==> src/rtl/bam_pkg.sv <==
// Shared definitions for the broken-array (BAM) approximate multiplier:
// default geometry, product type and the single-bit adder cells.
package bam_pkg;

    localparam int WIDTH_DEF = 8;
    localparam int VBL_DEF   = 8;
    localparam int HBL_DEF   = 2;
    localparam int PROD_W    = 2 * WIDTH_DEF;

    typedef logic [PROD_W-1:0] prod_t;

    typedef struct packed {
        logic c;
        logic s;
    } add_t;

    function automatic add_t half_add(input logic a, input logic b);
        add_t r;
        r.s = a ^ b;
        r.c = a & b;
        return r;
    endfunction

    function automatic add_t full_add(input logic a, input logic b, input logic ci);
        add_t r;
        r.s = a ^ b ^ ci;
        r.c = (a & b) | (ci & (a ^ b));
        return r;
    endfunction

endpackage

==> src/rtl/bam_pp_array.sv <==
// Combinational broken-array reduction: one ripple row of half/full adders per
// kept partial-product row; omitted cells are never instantiated.
module bam_pp_array
    import bam_pkg::*;
#(
    parameter int WIDTH = WIDTH_DEF,
    parameter int VBL   = VBL_DEF,
    parameter int HBL   = HBL_DEF
) (
    input  logic [WIDTH-1:0]   A,
    input  logic [WIDTH-1:0]   B,
    output logic [2*WIDTH-1:0] sum
);

    localparam int PW = 2 * WIDTH;

    // acc[r] is the running sum after rows 0..r-1 have been added.
    logic [WIDTH:0][PW-1:0] acc;

    // Operand bits below the break lines never reach an adder.
    logic [2*WIDTH-1:0] unused_ops;
    assign unused_ops = {A, B};

    assign acc[0] = '0;

    for (genvar r = 0; r < WIDTH; r++) begin : g_row
        // Lowest column in this row that survives both break lines.
        localparam int LO = (VBL > r) ? VBL : r;

        if (r < HBL || r + WIDTH - 1 < VBL || LO > PW - 1) begin : g_skip
            assign acc[r+1] = acc[r];
        end else if (LO == PW - 1) begin : g_top_only
            assign acc[r+1][PW-2:0]  = acc[r][PW-2:0];
            assign acc[r+1][PW-1]    = acc[r][PW-1] ^ (B[r] & A[PW-1-r]);
        end else begin : g_add
            logic [PW-1:LO+1] cy;

            if (LO > 0) begin : g_pass
                assign acc[r+1][LO-1:0] = acc[r][LO-1:0];
            end

            for (genvar c = LO; c < PW; c++) begin : g_col
                localparam bit KEPT = (c - r) <= (WIDTH - 1);

                if (c == LO) begin : g_first
                    add_t o;
                    assign o            = half_add(acc[r][c], B[r] & A[c-r]);
                    assign acc[r+1][c]  = o.s;
                    assign cy[c+1]      = o.c;
                end else if (c == PW - 1) begin : g_msb
                    // The product never exceeds PW bits, so no carry leaves the row.
                    if (KEPT) begin : g_k
                        assign acc[r+1][c] = acc[r][c] ^ (B[r] & A[c-r]) ^ cy[c];
                    end else begin : g_n
                        assign acc[r+1][c] = acc[r][c] ^ cy[c];
                    end
                end else begin : g_mid
                    add_t o;
                    if (KEPT) begin : g_fa
                        assign o = full_add(acc[r][c], B[r] & A[c-r], cy[c]);
                    end else begin : g_ha
                        assign o = half_add(acc[r][c], cy[c]);
                    end
                    assign acc[r+1][c] = o.s;
                    assign cy[c+1]     = o.c;
                end
            end
        end
    end

    assign sum = acc[WIDTH];

endmodule

==> src/rtl/bam_v8h2_mult_8bits.sv <==
// Registered BAM approximate 8x8 multiplier (VBL=8, HBL=2), latency 1.
// Define BAM_V8H2_IN_REG_EN to add an input register stage (latency 2).
module bam_v8h2_mult_8bits
    import bam_pkg::*;
#(
    parameter int WIDTH = WIDTH_DEF,
    parameter int VBL   = VBL_DEF,
    parameter int HBL   = HBL_DEF
) (
    input  logic             clk,
    input  logic             rst,
    input  logic [WIDTH-1:0] A,
    input  logic [WIDTH-1:0] B,
    input  logic             in_valid,
    output prod_t            P,
    output logic             out_valid
);

    logic [WIDTH-1:0]   op_a;
    logic [WIDTH-1:0]   op_b;
    logic               op_valid;
    logic [2*WIDTH-1:0] sum;

`ifdef BAM_V8H2_IN_REG_EN
    logic [WIDTH-1:0] a_q;
    logic [WIDTH-1:0] b_q;
    logic             v_q;

    always_ff @(posedge clk) begin
        if (rst) begin
            a_q <= '0;
            b_q <= '0;
            v_q <= 1'b0;
        end else begin
            v_q <= in_valid;
            if (in_valid) begin
                a_q <= A;
                b_q <= B;
            end
        end
    end

    assign op_a     = a_q;
    assign op_b     = b_q;
    assign op_valid = v_q;
`else
    assign op_a     = A;
    assign op_b     = B;
    assign op_valid = in_valid;
`endif

    bam_pp_array #(
        .WIDTH (WIDTH),
        .VBL   (VBL),
        .HBL   (HBL)
    ) u_pp_array (
        .A   (op_a),
        .B   (op_b),
        .sum (sum)
    );

    // NOTE: state registers use non-blocking assignments so every flop samples
    // pre-edge values regardless of process evaluation order.
    always_ff @(posedge clk) begin
        if (rst) begin
            P         <= '0;
            out_valid <= 1'b0;
        end else begin
            out_valid <= op_valid;
            if (op_valid) begin
                P <= prod_t'(sum);
            end
        end
    end

endmodule

==> config.mk <==
export PLATFORM = sky130hd
export DESIGN_NAME = bam_v8h2_mult_8bits
export DESIGN_NICKNAME = d
export VERILOG_FILES = /design/src/rtl/bam_pkg.sv /design/src/rtl/bam_pp_array.sv /design/src/rtl/bam_v8h2_mult_8bits.sv
export SDC_FILE = /design/constraint.sdc
export NUM_CORES = 1
export LEC_CHECK = 0
export BUFFER_PORTS_ARGS = -buffer_cell sky130_fd_sc_hd__buf_2
export CAP_MARGIN = 5
export CORE_ASPECT_RATIO = 0.7
export CORE_MARGIN = 10
export CORE_UTILIZATION = 50
export DETAILED_ROUTE_END_ITERATION = 7
export PLACE_DENSITY = 0.87
export SLEW_MARGIN = 0
export SYNTH_ARGS = -nofsm -noshare
export SYNTH_HDL_FRONTEND = slang
export SYNTH_SLANG_ARGS = --single-unit
export TNS_END_PERCENT = 20
==> constraint.sdc <==
create_clock -name clk -period 7 [get_ports clk]
set_input_delay 1.4 -clock clk [delete_from_list [all_inputs] [get_ports clk]]
set_output_delay 1.4 -clock clk [all_outputs]
set_load 0.1 [all_outputs]
* Word-level counts from Yosys, hierarchy flattened
Cells that the tools add are included.
Word-level totals: register bits 9, output and inout bits 17, bits of input ports 19
Cells by class: bitwise operators 134
Operators by type and width (number):
- $and 1x1->1 | 71
- $xor 1x1->1 | 44
- $or 1x1->1 | 19

* Logic depth before layout (Yosys ltp)
depth in word-level cells 22, gate-level depth with buffers 16, depth with buffers taken out 16

* Hierarchy
Synthesis repeated with hierarchy kept, for this count alone.
Unflattened totals: cell total of the unflattened synthesis 134, area, all modules 1345.0 µm²
Modules (own cells, without submodules):
- bam_pp_array | instances 1, area each 737.0 µm², cells an instance 80
- bam_v8h2_mult_8bits | instances 1, area each 608.1 µm², cells an instance 54

* Least setup slack after synthesis
Ideal clock, no wire load.
path kind input-to-reg, start input port B[2], end register P[14], arrival 6.469 ns, setup time 0.079 ns, required time 6.921 ns, path buffers 0, slack 0.452 ns, stages 16, cells stage by stage and2_1 > ha_1 > inv_1 > fa_1 > fa_1 > inv_1 > fa_1 > fa_1 > fa_1 > fa_1 > fa_1 > fa_1 > inv_1 > fa_1 > fa_1 > a211oi_2
Between the ends: longest elaborated chain between the ends 21
Ends and longest elaborated chain:
- start, declared | line bam_v8h2_mult_8bits.sv:13 | input logic [WIDTH-1:0] B,
- $and 1x1->1, on equally long branches | line bam_pp_array.sv:60, bam_pp_array.sv:47
- $xor 1x1->1 / $and 1x1->1 (equally long branches) | line bam_pkg.sv:26, bam_pkg.sv:27, bam_pkg.sv:20
- $xor 1x1->1 / $and 1x1->1 (equally long branches) | line bam_pkg.sv:26, bam_pkg.sv:27
- $xor 1x1->1 / $or 1x1->1 (equally long branches) | line bam_pkg.sv:26, bam_pkg.sv:27
- $xor 1x1->1 / $and 1x1->1 (equally long branches) | line bam_pkg.sv:26, bam_pkg.sv:27
- $xor 1x1->1 / $or 1x1->1 (equally long branches) | line bam_pkg.sv:26, bam_pkg.sv:27
- $xor 1x1->1 / $and 1x1->1 (equally long branches) | line bam_pkg.sv:26, bam_pkg.sv:27
- $xor 1x1->1 / $or 1x1->1 (equally long branches) | line bam_pkg.sv:26, bam_pkg.sv:27
- [... 5 more ...]
- $or 1x1->1, or another cell as far along | line bam_pkg.sv:27 | r.c = (a & b) | (ci & (a ^ b));
- $and 1x1->1 / $xor 1x1->1 (equally long branches) | line bam_pkg.sv:27, bam_pkg.sv:26
- $or 1x1->1 / $xor 1x1->1 (equally long branches) | line bam_pkg.sv:27
- $and 1x1->1 / $xor 1x1->1 (equally long branches) | line bam_pkg.sv:27, bam_pkg.sv:26
- $or 1x1->1 / $xor 1x1->1 (equally long branches) | line bam_pkg.sv:27
- $and 1x1->1 | line bam_pkg.sv:27
- $or 1x1->1 | line bam_pkg.sv:27
- $xor 1x1->1 * | line bam_pkg.sv:26 | r.s = a ^ b ^ ci;
- end signal, assigned | line bam_v8h2_mult_8bits.sv:71 | P <= prod_t'(sum);
- end, declared | line bam_v8h2_mult_8bits.sv:15 | output prod_t P,
Every way passes the cells marked *; elsewhere a longest branch is shown, timed or not. A chain may end at the register's enable or synchronous reset.

* Worst setup path in the final report
start input port A[6], end register P[14]
Between the ends: longest elaborated chain between the ends 21
Ends and longest elaborated chain:
- start, declared | line bam_v8h2_mult_8bits.sv:12 | input logic [WIDTH-1:0] A,
- $and 1x1->1, on equally long branches | line bam_pp_array.sv:60, bam_pp_array.sv:47
- $xor 1x1->1 / $and 1x1->1 (equally long branches) | line bam_pkg.sv:26, bam_pkg.sv:27, bam_pkg.sv:20
- $xor 1x1->1 / $and 1x1->1 (equally long branches) | line bam_pkg.sv:26, bam_pkg.sv:27
- $xor 1x1->1 / $or 1x1->1 (equally long branches) | line bam_pkg.sv:26, bam_pkg.sv:27
- $xor 1x1->1 / $and 1x1->1 (equally long branches) | line bam_pkg.sv:26, bam_pkg.sv:27
- $xor 1x1->1 / $or 1x1->1 (equally long branches) | line bam_pkg.sv:26, bam_pkg.sv:27
- $xor 1x1->1 / $and 1x1->1 (equally long branches) | line bam_pkg.sv:26, bam_pkg.sv:27
- $xor 1x1->1 / $or 1x1->1 (equally long branches) | line bam_pkg.sv:26, bam_pkg.sv:27
- [... 5 more ...]
- $or 1x1->1, or another cell as far along | line bam_pkg.sv:27
- $and 1x1->1 / $xor 1x1->1 (equally long branches) | line bam_pkg.sv:27, bam_pkg.sv:26
- $or 1x1->1 / $xor 1x1->1 (equally long branches) | line bam_pkg.sv:27
- $and 1x1->1 / $xor 1x1->1 (equally long branches) | line bam_pkg.sv:27, bam_pkg.sv:26
- $or 1x1->1 / $xor 1x1->1 (equally long branches) | line bam_pkg.sv:27
- $and 1x1->1 | line bam_pkg.sv:27
- $or 1x1->1 | line bam_pkg.sv:27
- $xor 1x1->1 * | line bam_pkg.sv:26
Marks and branches as above.

==> qor.csv <==
metric;value;unit
status;complete, no violations;
place_congestion;0.785;
fin_area;0.00116;sq mm
area.sequential;180;sq um
portBuffers;24;
drt-total-wl;1980;um
drtPass1Iterations;2;
synth_top_area_cell;fa_1;
grt_pass1_wl;3410;um
syn-cell-area;0.00106;sq mm
grt_max_degree;17;
path_clk_slew;0.06;ns
pin_count;36;
hold_viol;0;
min_period;6.59;ns
drive_above_1_share;27.0;%
worstPathMaxFanout;6;
nFillCells;154;
post-route-drc-count;0;
finClkSkew;0;ns
clk_latency;0.26;ns
die_area;0.00439;sq mm
clkPwrFrac;12.7;%
diodes;0;
ctsLongestPathBuffers;2;
worstReg2RegStart;P[10];
slew_violations;0;
power_density;264;mW/mm^2
grt_usage;9.84;%
end_kind;flop;
startpoint_type;input pin;
setup_viol;0;
first_global_vias;815;
rrSetupSlack;6.33;ns
rsz0062_at_grt;no;
vias_per_cell;4.93;
post-route-period-util;94.1;%
power;0.308;mW
top_usage_layer;met2;
critPathKind;in2reg;
vias;729;
crit_path_end;P[14];
hold_class;reg2reg;
die_w;75.1;um
p_seq_share;20.8;%
async_flop_share;0;%
drt_iter0_drc;32;
antenna_left;0;
die_h;58.5;um
pre_cts_ws;0.0922;ns
cts_inserted_buffers;3;
multi_input_area;766;sq um
grt.overflow.total;0;
dpl_cell_area;0.00114;sq mm
worstPathRequired;7.17;ns
setup_tns;0;ns
synthTopCellsByArea;fa_1, dfxtp_1, and2_1, a211oi_2, ha_1;
synth.top_cell.area_share;35.8;%
synth_flop_cell;dfxtp_1;
antenna_found_initial;0;
worst_ep_arrival_time;6.76;ns
yosys_warnings;0;
crit_start;A[6];
coreArea;0.00194;sq mm
nNetsFinal;171;
switching_power;0.168;mW
peakVddDrop;0.000142;V
r2r_end;P[10];
ff2ff_path_depth;2;
drv_cap;0;
synthTopCellsByCount;fa_1, and2_1, inv_1;
seq_area_frac_synth;17.0;%
setup_ws;0.413;ns
met3_usage;3.52;%
synth_edf_count;0;
fmaxAchievable;152;MHz
p_int;0.140;mW
whs;0.497;ns
p_leak;0.574;nW
ys_types;15;
yosysMostFrequentCell;fa_1;
use_met1;10.1;%
wl_per_cell;13.4;um
areaGrowthSynthToFinish;9.79;%
cts_sinks;9;
switching_share;54.7;%
root_buffer;clkbuf_4;
cts_resized;0;
rows;13;
met2_usage;18.3;%
cts_htree_levels;1;
synthCells;102;
pwr-share-comb;66.4;%
cts_tree;built;
postCtsHoldBufs;0;
ys_seq_elements;9;
initial_core_util;54.8;%
avgSynthCellArea;10.4;sq um
cts_setup_buffers;0;
dp_hpwl;1810;um
state kept, by name (all words and copies together), names as in the netlist:
register,count
P,8
out_valid,1
metrics by stage:
step | util (%) | cells
after floorplan | - | 109
after CTS | 60.2 | 148
final | 60.2 | 148
after global placement | 58.8 | 144
after global routing | 60.2 | 148
after detailed placement | 58.8 | 144
power by group through the flow:
stage          logic, mW  clock network [mW]  registers (mW)
2_1_floorplan      0.114                   0           0.130
3_3_place_gp       0.201                   0          0.0649
3_5_place_dp       0.209                   0          0.0652
4_1_cts            0.209              0.0415          0.0641
5_1_grt            0.228              0.0452          0.0652
6_report           0.205              0.0392          0.0641
worst min path at each step:
stage | from | end | slack [ns] | cells past startpoint
3_5_place_dp | P[8] | P[8] | 0.49 | 2
5_1_grt | P[13] | P[13] | 0.53 | 2
4_1_cts | P[8] | P[8] | 0.50 | 2
6_report | P[8] | P[8] | 0.50 | 2
3_3_place_gp | P[8] | P[8] | 0.47 | 2
2_1_floorplan | P[10] | P[10] | 0.96 | 2
per-layer routing:
metal  routed length (um)  share of wire, %
met1                  737                37
met2                 1070                54
met3                  145               7.3
met4                   21               1.1
met5                    0                 0
critical path, stage by stage:
cell	delay (ns)
buf_2	0.13
and2_1	0.14
ha_1	0.20
inv_1	0.06
fa_1	0.44
fa_1	0.54
inv_1	0.05
fa_1	0.44
fa_1	0.39
fa_1	0.47
fa_1	0.56
inv_1	0.06
fa_1	0.42
fa_1	0.38
fa_1	0.39
fa_1	0.46
a211oi_2	0.24
logic make-up (layout without fill, tap and decap cells):
kind of cell,after synthesis,count (layout),share of synthesized area [%]
adder cells (fa/ha/maj),25,25,42.9
other,1,8,0.353
flip-flops,9,9,17.0
multiplexers,1,1,0.943
AO/OA/AOI/OAI,7,7,8.25
AND/OR/NAND/NOR,36,36,17.2
buffers and inverters,23,40,13.3
cell type report:
class	count	share of cell area, %
repair buffers	24	10.3
flip-flops and latches	9	15.5
inverters	12	3.87
clock buffers	4	2.26
multi-input cells	77	65.7
well taps	22	2.36
layout by cell type, fill, tap and decap left out, drive strengths merged:
master and n:
clkbuf 4, nand2 9, ha 6, nor2b 1, and2 18, a211oi 7
mux2i 1, dfxtp 9, conb 8, buf 24, inv 12, nor2 8
fa 19
Note: power is estimated with default switching activity, not from simulation.
